[src/rtl/count_tracker_pkg.sv]
// rtl/count_tracker_pkg.sv - shared types and constants for the count tracker
package count_tracker_pkg;

    // Classification of one sample against the previous one
    typedef enum logic [2:0] {
        HOLD    = 3'd0,
        UP      = 3'd1,
        DOWN    = 3'd2,
        RESTART = 3'd3,
        JUMP    = 3'd4
    } step_class_t;

    typedef enum logic [1:0] {
        EMPTY   = 2'd0,
        ACQUIRE = 2'd1,
        LOCKED  = 2'd2
    } state_t;

    // Run counter width; covers LOCK_CNT values 1..15
    localparam int RUN_W = 4;

endpackage

[src/rtl/count_tracker_if.sv]
// rtl/count_tracker_if.sv - sample and status bundle between the observed counter and the tracker
// master: drives en, in, clear_err; observes dir, locked, step_err, dir_change, err_count
// slave : the tracker side of the same bundle
interface count_tracker_if #(
    parameter int WIDTH = 8,
    parameter int ERR_W = 8
) ();
    logic             en;
    logic [WIDTH-1:0] in;
    logic             clear_err;
    logic             dir;
    logic             locked;
    logic             step_err;
    logic             dir_change;
    logic [ERR_W-1:0] err_count;

    modport master (
        output en, in, clear_err,
        input  dir, locked, step_err, dir_change, err_count
    );

    modport slave (
        input  en, in, clear_err,
        output dir, locked, step_err, dir_change, err_count
    );
endinterface

[src/rtl/count_step_classify.sv]
// rtl/count_step_classify.sv - combinational step classifier for one count sample
// Ports: prev (last sampled value), in (current value), cls (step class)
module count_step_classify
    import count_tracker_pkg::*;
#(
    parameter int WIDTH = 8
) (
    input  logic [WIDTH-1:0] prev,
    input  logic [WIDTH-1:0] in,
    output step_class_t      cls
);
    logic [WIDTH-1:0] delta;

    // Modular difference makes max->0 an UP and 0->max a DOWN for free
    assign delta = in - prev;

    always_comb begin
        cls = JUMP;
        if (delta == WIDTH'(1))
            cls = UP;
        else if (delta == {WIDTH{1'b1}})
            cls = DOWN;
        else if (delta == '0)
            cls = HOLD;
        else if (in == '0)
            cls = RESTART;
    end
endmodule

[src/rtl/count_tracker.sv]
// rtl/count_tracker.sv - direction/lock tracker and step error counter for an up/down counter bus
// Ports: clk, rst (async active-high), bus (slave side: en, in, clear_err in;
//        dir, locked, step_err, dir_change, err_count out; all outputs registered)
module count_tracker
    import count_tracker_pkg::*;
#(
    parameter int WIDTH    = 8,
    parameter int LOCK_CNT = 4,
    parameter int ERR_W    = 8
) (
    input  logic                  clk,
    input  logic                  rst,
    count_tracker_if.slave        bus
);
    state_t             state_q, state_n;
    logic [WIDTH-1:0]   prev_q, prev_n;
    logic [RUN_W-1:0]   run_q, run_n;
    logic               dir_q, dir_n;
    logic               locked_q;
    logic               step_err_q, step_err_n;
    logic               dir_change_q, dir_change_n;
    logic [ERR_W-1:0]   err_q, err_n;

    step_class_t        cls;
    logic               is_step;
    logic               step_dir;

    count_step_classify #(.WIDTH(WIDTH)) u_classify (
        .prev (prev_q),
        .in   (bus.in),
        .cls  (cls)
    );

    assign is_step  = (cls == UP) || (cls == DOWN);
    assign step_dir = (cls == UP);

    always_ff @(posedge clk or posedge rst) begin
        if (rst) begin
            state_q      <= EMPTY;
            prev_q       <= '0;
            run_q        <= '0;
            dir_q        <= 1'b1;
            locked_q     <= 1'b0;
            step_err_q   <= 1'b0;
            dir_change_q <= 1'b0;
            err_q        <= '0;
        end else begin
            state_q      <= state_n;
            prev_q       <= prev_n;
            run_q        <= run_n;
            dir_q        <= dir_n;
            locked_q     <= (state_n == LOCKED);
            step_err_q   <= step_err_n;
            dir_change_q <= dir_change_n;
            err_q        <= err_n;
        end
    end

    always_comb begin
        state_n      = state_q;
        prev_n       = prev_q;
        run_n        = run_q;
        dir_n        = dir_q;
        step_err_n   = 1'b0;
        dir_change_n = 1'b0;
        err_n        = err_q;

        if (bus.en) begin
            prev_n = bus.in;
            case (state_q)
                EMPTY: begin
                    state_n = ACQUIRE;
                    run_n   = '0;
                end
                ACQUIRE: begin
                    if (is_step) begin
                        // A fresh run (run=0) adopts whatever direction it sees
                        if (run_q != '0 && step_dir == dir_q) begin
                            run_n = run_q + RUN_W'(1);
                        end else begin
                            dir_n = step_dir;
                            run_n = RUN_W'(1);
                        end
                        if (run_n == RUN_W'(LOCK_CNT))
                            state_n = LOCKED;
                    end else if (cls == RESTART || cls == JUMP) begin
                        run_n = '0;
                    end
                end
                LOCKED: begin
                    if (is_step && step_dir != dir_q) begin
                        dir_n        = step_dir;
                        dir_change_n = 1'b1;
                    end else if (cls == RESTART) begin
                        // Counter was reset: re-acquire quietly
                        state_n = ACQUIRE;
                        run_n   = '0;
                    end else if (cls == JUMP) begin
                        step_err_n = 1'b1;
                        if (err_q != {ERR_W{1'b1}})
                            err_n = err_q + ERR_W'(1);
                        state_n = ACQUIRE;
                        run_n   = '0;
                    end
                end
                default: begin
                    state_n = EMPTY;
                    run_n   = '0;
                end
            endcase
        end

        // Clear wins over a same-cycle increment
        if (bus.clear_err)
            err_n = '0;
    end

    assign bus.dir        = dir_q;
    assign bus.locked     = locked_q;
    assign bus.step_err   = step_err_q;
    assign bus.dir_change = dir_change_q;
    assign bus.err_count  = err_q;

endmodule
[src/flat_wrapper.sv]
// flat-port wrapper written by rule: the top's interface ports become plain ports
module count_tracker_flat import count_tracker_pkg::*;
#(
    parameter int WIDTH    = 8,
    parameter int LOCK_CNT = 4,
    parameter int ERR_W    = 8
)
  (clk, rst, bus_en, bus_in, bus_clear_err, bus_dir, bus_locked, bus_step_err, bus_dir_change, bus_err_count);
  count_tracker_if #(.WIDTH(WIDTH), .ERR_W(ERR_W)) bus_i ();
  input  logic clk;
  input  logic rst;
  input wire logic [$bits(bus_i.en)-1:0] bus_en;
  input wire logic [$bits(bus_i.in)-1:0] bus_in;
  input wire logic [$bits(bus_i.clear_err)-1:0] bus_clear_err;
  output wire logic [$bits(bus_i.dir)-1:0] bus_dir;
  output wire logic [$bits(bus_i.locked)-1:0] bus_locked;
  output wire logic [$bits(bus_i.step_err)-1:0] bus_step_err;
  output wire logic [$bits(bus_i.dir_change)-1:0] bus_dir_change;
  output wire logic [$bits(bus_i.err_count)-1:0] bus_err_count;
  assign bus_i.en = bus_en;
  assign bus_i.in = bus_in;
  assign bus_i.clear_err = bus_clear_err;
  assign bus_dir = bus_i.dir;
  assign bus_locked = bus_i.locked;
  assign bus_step_err = bus_i.step_err;
  assign bus_dir_change = bus_i.dir_change;
  assign bus_err_count = bus_i.err_count;
  count_tracker #(.WIDTH(WIDTH), .LOCK_CNT(LOCK_CNT), .ERR_W(ERR_W)) u_core (.clk(clk), .rst(rst), .bus(bus_i));
endmodule
[config.mk]
export PLATFORM = sky130hd
export DESIGN_NAME = count_tracker_flat
export DESIGN_NICKNAME = d
export VERILOG_FILES = /design/src/rtl/count_tracker_pkg.sv /design/src/rtl/count_tracker_if.sv /design/src/rtl/count_step_classify.sv /design/src/rtl/count_tracker.sv /design/src/flat_wrapper.sv
export SDC_FILE = /design/constraint.sdc
export NUM_CORES = 1
export LEC_CHECK = 0
export BUFFER_PORTS_ARGS = -buffer_cell sky130_fd_sc_hd__buf_2
export CORE_UTILIZATION = 50
export DETAILED_ROUTE_END_ITERATION = 6
export PLACE_DENSITY = 0.71
export SKIP_LAST_GASP = 1
export SYNTH_ARGS = -nofsm -noshare
export SYNTH_HDL_FRONTEND = slang
export SYNTH_SLANG_ARGS = --single-unit
[constraint.sdc]
create_clock -name clk -period 4.4 [get_ports clk]
set_input_delay 0 -clock clk [delete_from_list [all_inputs] [get_ports clk]]
set_output_delay 0 -clock clk [all_outputs]
set_load 0.01 [all_outputs]
### Word level (Yosys, flattened, before mapping)

Index checks and enable logic that the tools add are counted.

* add/sub/neg operators: 3
* equal/unequal tests: 21
* mux-type cells: 40
* reduce and logical (&&, ||, !) cells: 16

Operators by type and width (count)
* $mux W8: 7
* $mux W4: 9
* $logic_not A8 Y1: 2
* $mux W2: 6
* $mux W3: 4
* $mux W1: 11
* $reduce_bool A2 Y1: 5
* $add A8 B1 Y8 const B: 1
* $eq A8 B1 Y1 const B: 1
* $eq A8 B8 Y1 const B: 1
* $ne A2 B2 Y1 const B: 4
* $ne A8 B8 Y1 const B: 1
* $pmux W4 S2: 1
* $sub A8 B8 Y8: 1
* $eq A3 B2 Y1 const B: 2
* $ne A3 B1 Y1 const B: 2
* $pmux W2 S3: 1
* $reduce_and A6 Y1: 1
* $reduce_and A5 Y1: 1
* $add A4 B1 Y4 const B: 1
* $eq A2 B2 Y1 const B: 2
* $eq A4 B3 Y1 const B: 1
* $ne A2 B1 Y1 const B: 2
* $reduce_and A4 Y1: 1
* other kinds (10): 12

* register bits after elaboration: 26
* logic and storage cells: 88

### Logic depth before layout (Yosys ltp)

Gate-level depths: netlist of run 1.

* word-level depth: 18
* depth in mapped cells: 12
* mapped depth without buffers: 11

### Cells and area by module

From an unflattened synthesis of run 1, not the netlist that was laid out.

* cells, all modules: 217
* area total of the unflattened synthesis: 2004.4 sq um

Modules (own cells, without submodules)
* count_tracker: times used 1, cells each 142, area an instance 1452.6 sq um
* count_step_classify: times used 1, cells each 75, area an instance 551.8 sq um

### Worst setup path after synthesis of run 1

Ideal clock, no wire load.

* path type: reg2reg
* start: register u_core.prev_q[0]
* end: register u_core.err_q[4], in the netlist u_core.bus.err_count[4]
* library setup time: 0.125 ns
* arrival time: 2.577 ns
* setup slack: 1.698 ns
* stages on the path, launching flop included: 12
* path buffers: 1
* clock period less this slack: 2.702 ns
* cells stage by stage: dfrtp_1 -> ha_1 -> fa_1 -> nor2b_1 -> o211ai_1 -> mux2i_1 -> o21ai_1 -> or3_1 -> and3b_1 -> clkbuf_1 -> nand4_1 -> mux2_2

* longest elaborated chain between the ends: 10

RTL lines
* start, declared: RTL line count_tracker.sv:16 `logic [WIDTH-1:0] prev_q, prev_n;`
* start signal, assigned: RTL line count_tracker.sv:49 `prev_q <= prev_n;`
* $sub A8 B8 Y8 *: RTL line count_step_classify.sv:15 `assign delta = in - prev;`
* $logic_not A8 Y1: RTL line count_step_classify.sv:23 `else if (delta == '0)`
* $mux W3: RTL line count_step_classify.sv:23
* $mux W3: RTL line count_step_classify.sv:21 `else if (delta == {WIDTH{1'b1}})`
* $mux W3 *: RTL line count_step_classify.sv:19 `if (delta == WIDTH'(1))`
* $eq A3 B1 Y1 or $eq A3 B2 Y1 (tied branches): RTL line count_tracker.sv:34, count_tracker.sv:35
* $ne A1 B1 Y1 or $logic_or A1 B1 Y1 (tied branches): RTL line count_tracker.sv:91, count_tracker.sv:34
* $logic_and A1 B1 Y1: RTL line count_tracker.sv:91 `if (is_step && step_dir != dir_q) begin`
* $ne A2 B2 Y1 (no source line)
* $reduce_and A6 Y1 (no source line) *
* end signal, assigned: RTL line count_tracker.sv:55 `err_q <= err_n;`
* end, declared: RTL line count_tracker.sv:22 `logic [ERR_W-1:0] err_q, err_n;`

Mark *: on every way between the ends. The rest lies on a longest branch, timed or not.
A chain may end at the register's enable or synchronous reset.

### Worst setup path in the final report of run 1

Same ends and word-level chain as after synthesis.

==> impl_metrics.tcl, run 1 <==
set metrics [dict create \
    status "finished, final reports clean" \
    synth_top_area_share_pct 34.5 \
    rows 21 \
    grt_first_pass_wirelength_um 6390 \
    cts_resized 0 \
    cap_violations 0 \
    top_level_ports 24 \
    crit_buf_inv 0 \
    ctsHoldBuffers 10 \
    holdWs_ns 0.0890 \
    setup_tns_ns 0 \
    max_stage_delay_ns 0.57 \
    gp_congestion 0.864 \
    crit_arrival_ns 3.29 \
    drt_first_pass_iters 4 \
    rsz0062_at_grt "false" \
    vias_per_cell 5.45 \
    setup_viol 0 \
    synthCells 204 \
    cts_sinks 26 \
    grt_pass1_vias 1422 \
    post_drt_wl_per_cell_um 13.0 \
    yosysSeqAreaShare_pct 35.9 \
    finClkSkew_ns 0.00416 \
    cellLeakagePower_uw 0.000992 \
    fmax_mhz 326 \
    holdCritPathClass "primary input to flop" \
    required_ns 4.63 \
    p_clk_share_pct 29.6 \
    initial_utilization_pct 53.1 \
    antenna_found_initial 0 \
    seqPwrFrac_pct 46.4 \
    avgSynthCellArea_um2 8.89 \
    ir_drop_uv 235 \
    end_kind "flop" \
    synth_area_leader_cell "dfrtp_1" \
    dieWidth_um 62.2 \
    cts_max_path_buffers 2 \
    area_growth_pct 16.0 \
    cts_buffers 3 \
    cp_max_fo 11 \
    nFillCells 312 \
    htreeDepth 1 \
    slowest_stage "or3_1" \
    syn_nets 228 \
    die_area_um2 3870 \
    synth_ff_type "dfrtp_1" \
    grt-ovfl-total 0 \
    slew_headroom_pct 35.1 \
    drive_above_1_share_pct 17.5 \
    internal-power_uw 404 \
    fin_crit_sh_pct 69.6 \
    path_clk_slew_ns 0.15 \
    drc 0 \
    grt_max_degree 27 \
    pwr-share-comb_pct 24.0 \
    synthArstFlopShare_pct 100 \
    synth_enable_flop_cells 0 \
    finalCriticalPeriod_ns 3.06 \
    cts_tree "yes" \
    core-area_um2 3420 \
    port_buffers 23 \
    ant_nets 0 \
    p_sw_uw 160 \
    hold_viol_final 0 \
    swShare_pct 28.4 \
    ys_seq_elements 26 \
    drtIter0Drc 75 \
    crit_chain "ha_1, fa_1, nor2b_1, o211ai_1, mux2i_1, o21ai_1, or3_1, and3b_1, nand4_1, mux2_2" \
    rrSetupSlack_ns 1.34 \
    synth.cell_area_um2 1810 \
    detail_route.wirelength_um 3630 \
    nNetsFinal 259 \
    power_density_nw_per_um2 268 \
    dpl.hpwl_um 2630 \
    yosys_warnings 0 \
    grt_usage_pct 20.2 \
    slew_viol_final 0 \
    cts_root_buffer "clkbuf_4" \
    n_antenna_cell 0 \
    path_class "flop to flop" \
    vias 1525 \
    synthTopCellsByArea "dfrtp_1 (34%), ha_1 (7.6%), o21ai_0 (4.4%)" \
    cp-start-kind "flop" \
    post_cts_buffers 0 \
    die_h_um 62.2 \
    clock_latency_ns 0.32 \
    cp_top_family "simple AND/OR/NAND/NOR gates" \
    tightest_slew_ns 0.973 \
    yosysUniqueCellTypes 52 \
]
## layer usage
layer  routed length (um)  global-route usage [%]  up-vias
met4                   59                    4.65        0
met1                 1790                    28.9      706
met5                    0                       0        -
met2                 1680                    33.4       29
li1                     -                       -      784
met3                   95                    1.65        6
## worst paths after layout
check / cells past startpoint / end / startpoint
max reg2reg: 10 / u_core.bus.err_count[4] / u_core.prev_q[0]
min in group asynchronous: 3 / u_core.prev_q[4] / rst
min: 3 / u_core.prev_q[1] / bus_en
max in group asynchronous: 3 / u_core.run_q[1] / rst
max: 10 / u_core.bus.err_count[4] / u_core.prev_q[0]
min reg2reg: 2 / u_core.prev_q[6] / u_core.prev_q[6]
## cells in the final DEF, fill, tap and decap left out, types with 2 or more instances in the layout
| master | netlist | final |
|---|---|---|
| nand4_1 | 4 | 4 |
| nor3_1 | 2 | 2 |
| xnor2_1 | 3 | 3 |
| o21ai_0 | 16 | 16 |
| xor2_1 | 4 | 4 |
| nor2b_1 | 8 | 8 |
| mux2i_1 | 3 | 3 |
| nand3_1 | 4 | 4 |
| mux2_2 | 3 | 3 |
| o211ai_1 | 3 | 3 |
| o31ai_1 | 2 | 2 |
| o21a_1 | 4 | 4 |
| o21ai_1 | 2 | 2 |
| nor2_1 | 12 | 12 |
| clkbuf_4 | 0 | 3 |
| buf_2 | 1 | 23 |
| or2_2 | 3 | 3 |
| and3_1 | 3 | 3 |
| dfrtp_1 | 25 | 25 |
| or3_1 | 4 | 4 |
| a211oi_1 | 2 | 2 |
| nand2_1 | 21 | 21 |
| ha_1 | 11 | 11 |
| nand2b_1 | 6 | 6 |
| inv_1 | 15 | 15 |
| a2111o_1 | 2 | 2 |
| nor4_1 | 3 | 3 |
| dlygate4sd3_1 | 0 | 10 |
| a21oi_1 | 10 | 10 |
## metrics by stage
stage / total power (uW) / area [um2] / cells / setup WS [ns] / utilization [%]
6_report: 564 / 2100 / 280 / 1.34 / 61.6
5_1_grt: 598 / 2100 / 280 / 1.17 / 61.6
4_1_cts: 568 / 2100 / 280 / 1.36 / 61.6
3_5_place_dp: 393 / 1950 / 266 / 1.38 / 57.1
3_3_place_gp: 392 / 1950 / 266 / 1.48 / 57.1
2_1_floorplan: 363 / 1810 / 204 / 1.70 / -
## flip-flops by register name, summed over array words and instances (netlist names)
signal	flops
u_core.bus.err_count	8
u_core.prev_q	8
u_core.run_q	4
u_core.state_q	2
u_core.bus.dir	1
u_core.bus.dir_change	1
u_core.bus.locked	1
u_core.bus.step_err	1
## cell families (layout without fill, tap and decap cells)
family                   after synthesis  after routing  share of synthesized area (%)
AO/OA/AOI/OAI                         51             51                           19.0
XOR/XNOR                               7              7                           3.38
adder cells (fa/ha/maj)               12             12                           8.69
buffers and inverters                 22             52                           5.03
flip-flops                            26             26                           35.9
multiplexers                           7              7                           4.76
AND/OR/NAND/NOR                       79             79                           23.2
## cell usage after synthesis (2+ instances only)
master / count
nand3_1: 4
o21ai_1: 2
mux2_2: 3
nand4_1: 4
clkbuf_1: 4
and3_1: 3
nor3_1: 2
a211oi_1: 2
nand2_1: 21
dfrtp_1: 25
o31ai_1: 2
nor2_1: 12
xor2_1: 4
or3_1: 4
or2_2: 3
nor4_1: 3
ha_1: 11
inv_1: 15
nand2b_1: 6
nor2b_1: 8
xnor2_1: 3
a2111o_1: 2
o21ai_0: 16
mux2i_1: 3
o21a_1: 4
a21oi_1: 10
o211ai_1: 3
## worst min-delay path: stages
cell and delay (ns):
buf_2 0.23, nand2_1 0.09, o21ai_0 0.07
## power by group through the flow
stage,combinational [uW],clock (uW),sequential [uW]
6_report,135,167,262
5_1_grt,152,182,264
4_1_cts,134,171,262
3_5_place_dp,127,0,267
3_3_place_gp,126,0,266
2_1_floorplan,96.7,0,266
## layout make-up
class	count	area, um2	share of cell area, %
Inverter	15	56.3	2.68
Clock inverter	1	30.0	1.43
Multi-Input combinational cell	156	1070	50.9
Sequential cell	26	652	31.0
Timing Repair Buffer	33	215	10.2
Clock buffer	3	22.5	1.07
Tap cell	46	57.6	2.73
Note: power is estimated with default switching activity, not from simulation.
==> run 2, diff against run 1 <==
==> constraint.sdc (replaced) <==
create_clock -name clk -period 3.1 [get_ports clk]
set_input_delay 0 -clock clk [delete_from_list [all_inputs] [get_ports clk]]
set_output_delay 0 -clock clk [all_outputs]
set_load 0.01 [all_outputs]
==> impl_metrics.tcl, run 2 (synthesized netlist as in run 1, its figures left out) <==
set metrics [dict create \
    status "finished, final reports clean" \
    rr_startpoint "u_core.prev_q[4]" \
    die_h_um 62.2 \
    worstReg2RegEnd "u_core.bus.err_count[4]" \
    internal-power_uw 574 \
    rsz0062_at_grt "true" \
    drt_first_pass_iters 4 \
    endpoint "u_core.bus.err_count[4]" \
    clock_latency_ns 0.32 \
    setup_viol 0 \
    holdCritPathClass "primary input to flop" \
    p_sw_uw 223 \
    grt_first_pass_wirelength_um 6220 \
    cts_tree "yes" \
    n_antenna_cell 0 \
    power_density_nw_per_um2 377 \
    ir_drop_uv 228 \
    cts_sinks 26 \
    dpl.hpwl_um 2610 \
    ant_nets 0 \
    core-area_um2 3420 \
    drc 0 \
    gp_congestion 0.840 \
    grt-ovfl-total 0 \
    top_level_ports 24 \
    slew_viol_final 0 \
    rrSetupSlack_ns 0.20 \
    post_drt_wl_per_cell_um 12.5 \
    finClkSkew_ns 0.00823 \
    nNetsFinal 260 \
    final_cell_mix "dfrtp_1 (25), buf_2 (23), nand2_1 (21), o21ai_0 (16), inv_1 (15)" \
    cp-start-kind "flop" \
    initial_utilization_pct 53.1 \
    cap_violations 0 \
    crit_path_start "u_core.prev_q[4]" \
    tightest_slew_ns 0.966 \
    drtIter0Drc 52 \
    area_growth_pct 16.4 \
    crit_arrival_ns 3.12 \
    rr_worst_depth 10 \
    htreeDepth 1 \
    cts_root_buffer "clkbuf_4" \
    drive_above_1_share_pct 17.9 \
    dieWidth_um 62.2 \
    path_clk_slew_ns 0.15 \
    cp_max_fo 6 \
    nFillCells 306 \
    end_kind "flop" \
    grt_usage_pct 19.7 \
    min_from "bus_en" \
    rows 21 \
    die_area_um2 3870 \
    seqPwrFrac_pct 46.5 \
    vias 1550 \
    hold_viol_final 0 \
    path_class "flop to flop" \
    cts_buffers 3 \
    port_buffers 23 \
    vias_per_cell 5.52 \
    antenna_found_initial 0 \
    grt_pass1_vias 1407 \
    cts_max_path_buffers 2 \
    slew_headroom_pct 35.5 \
    detail_route.wirelength_um 3510 \
    cts_resized 0 \
    cellLeakagePower_uw 0.000996 \
    utilization_pct 61.8 \
    finalCriticalPeriod_ns 2.90 \
    grt_max_degree 27 \
    power_uw 796 \
    p_clk_share_pct 29.6 \
    layout_commonest_cell "dfrtp_1" \
    swShare_pct 27.9 \
    required_ns 3.32 \
    fmax_mhz 345 \
    fin_crit_sh_pct 93.5 \
    pwr-share-comb_pct 23.9 \
]
run 2: area by class of cell:
cell class | instances | area, um2 | share of cell area, %
Clock inverter | 1 | 30.0 | 1.42
Sequential cell | 26 | 652 | 30.9
Tap cell | 46 | 57.6 | 2.73
Timing Repair Buffer | 34 | 223 | 10.5
Clock buffer | 3 | 22.5 | 1.07
Multi-Input combinational cell | 156 | 1070 | 50.7
Inverter | 15 | 56.3 | 2.67
run 2: stage by stage:
| stage | setup WS, ns | setup TNS, ns | cells | area [um2] | hold slack, ns |
|---|---|---|---|---|---|
| floorplan | 0.398 | 0 | 204 | 1810 | 0.0393 |
| global placement | 0.283 | 0 | 267 | 1960 | 0.244 |
| detailed placement | 0.243 | 0 | 267 | 1960 | 0.251 |
| CTS | 0.193 | 0 | 281 | 2110 | 0.0707 |
| global route | -0.0234 | -0.0234 | 281 | 2110 | 0.138 |
| finish | 0.202 | 0 | 281 | 2110 | 0.0826 |
run 2: worst max-delay path: stages, from the launching register on:
cell and delay [ns]:
dfrtp_1 0.36, inv_1 0.05, ha_1 0.37, nor2b_1 0.17, a221oi_1 0.34, o311ai_1 0.20
nor4_1 0.39, nand2_1 0.21, and3b_1 0.28, nand4_1 0.12, mux2_2 0.33
run 2: layer usage:
layer | wire length [um] | GRT usage, % | up-vias
met2 | 1600 | 32.1 | 23
met3 | 102 | 2.02 | 2
met1 | 1780 | 28.0 | 726
li1 | - | - | 799
met4 | 23 | 5.23 | 0
met5 | 0 | 0 | -
run 2: worst min path at each step:
stage / end / slack (ns) / cells after the start
after global routing: u_core.prev_q[1] / 0.14 / 3
final: u_core.prev_q[1] / 0.08 / 3
after global placement: u_core.prev_q[6] / 0.24 / 3
after floorplan: u_core.bus.dir_change / 0.04 / 1
after detailed placement: u_core.prev_q[6] / 0.25 / 3
after CTS: u_core.prev_q[1] / 0.07 / 3
run 2: repair_timing:
action | in CTS | in global routing
setup endpoints to repair | 0 | 1
hold buffers | 10 | 0
endpoints found under the hold margin | 39 | 0
setup buffers | 0 | 0
run 2: power groups by stage:
stage                     combinational, uW  clock [uW]  sequential (uW)
after floorplan                         137           0              378
after global placement                  179           0              377
after detailed placement                181           0              378
after CTS                               191         244              371
after global routing                    214         253              375
final                                   190         235              371
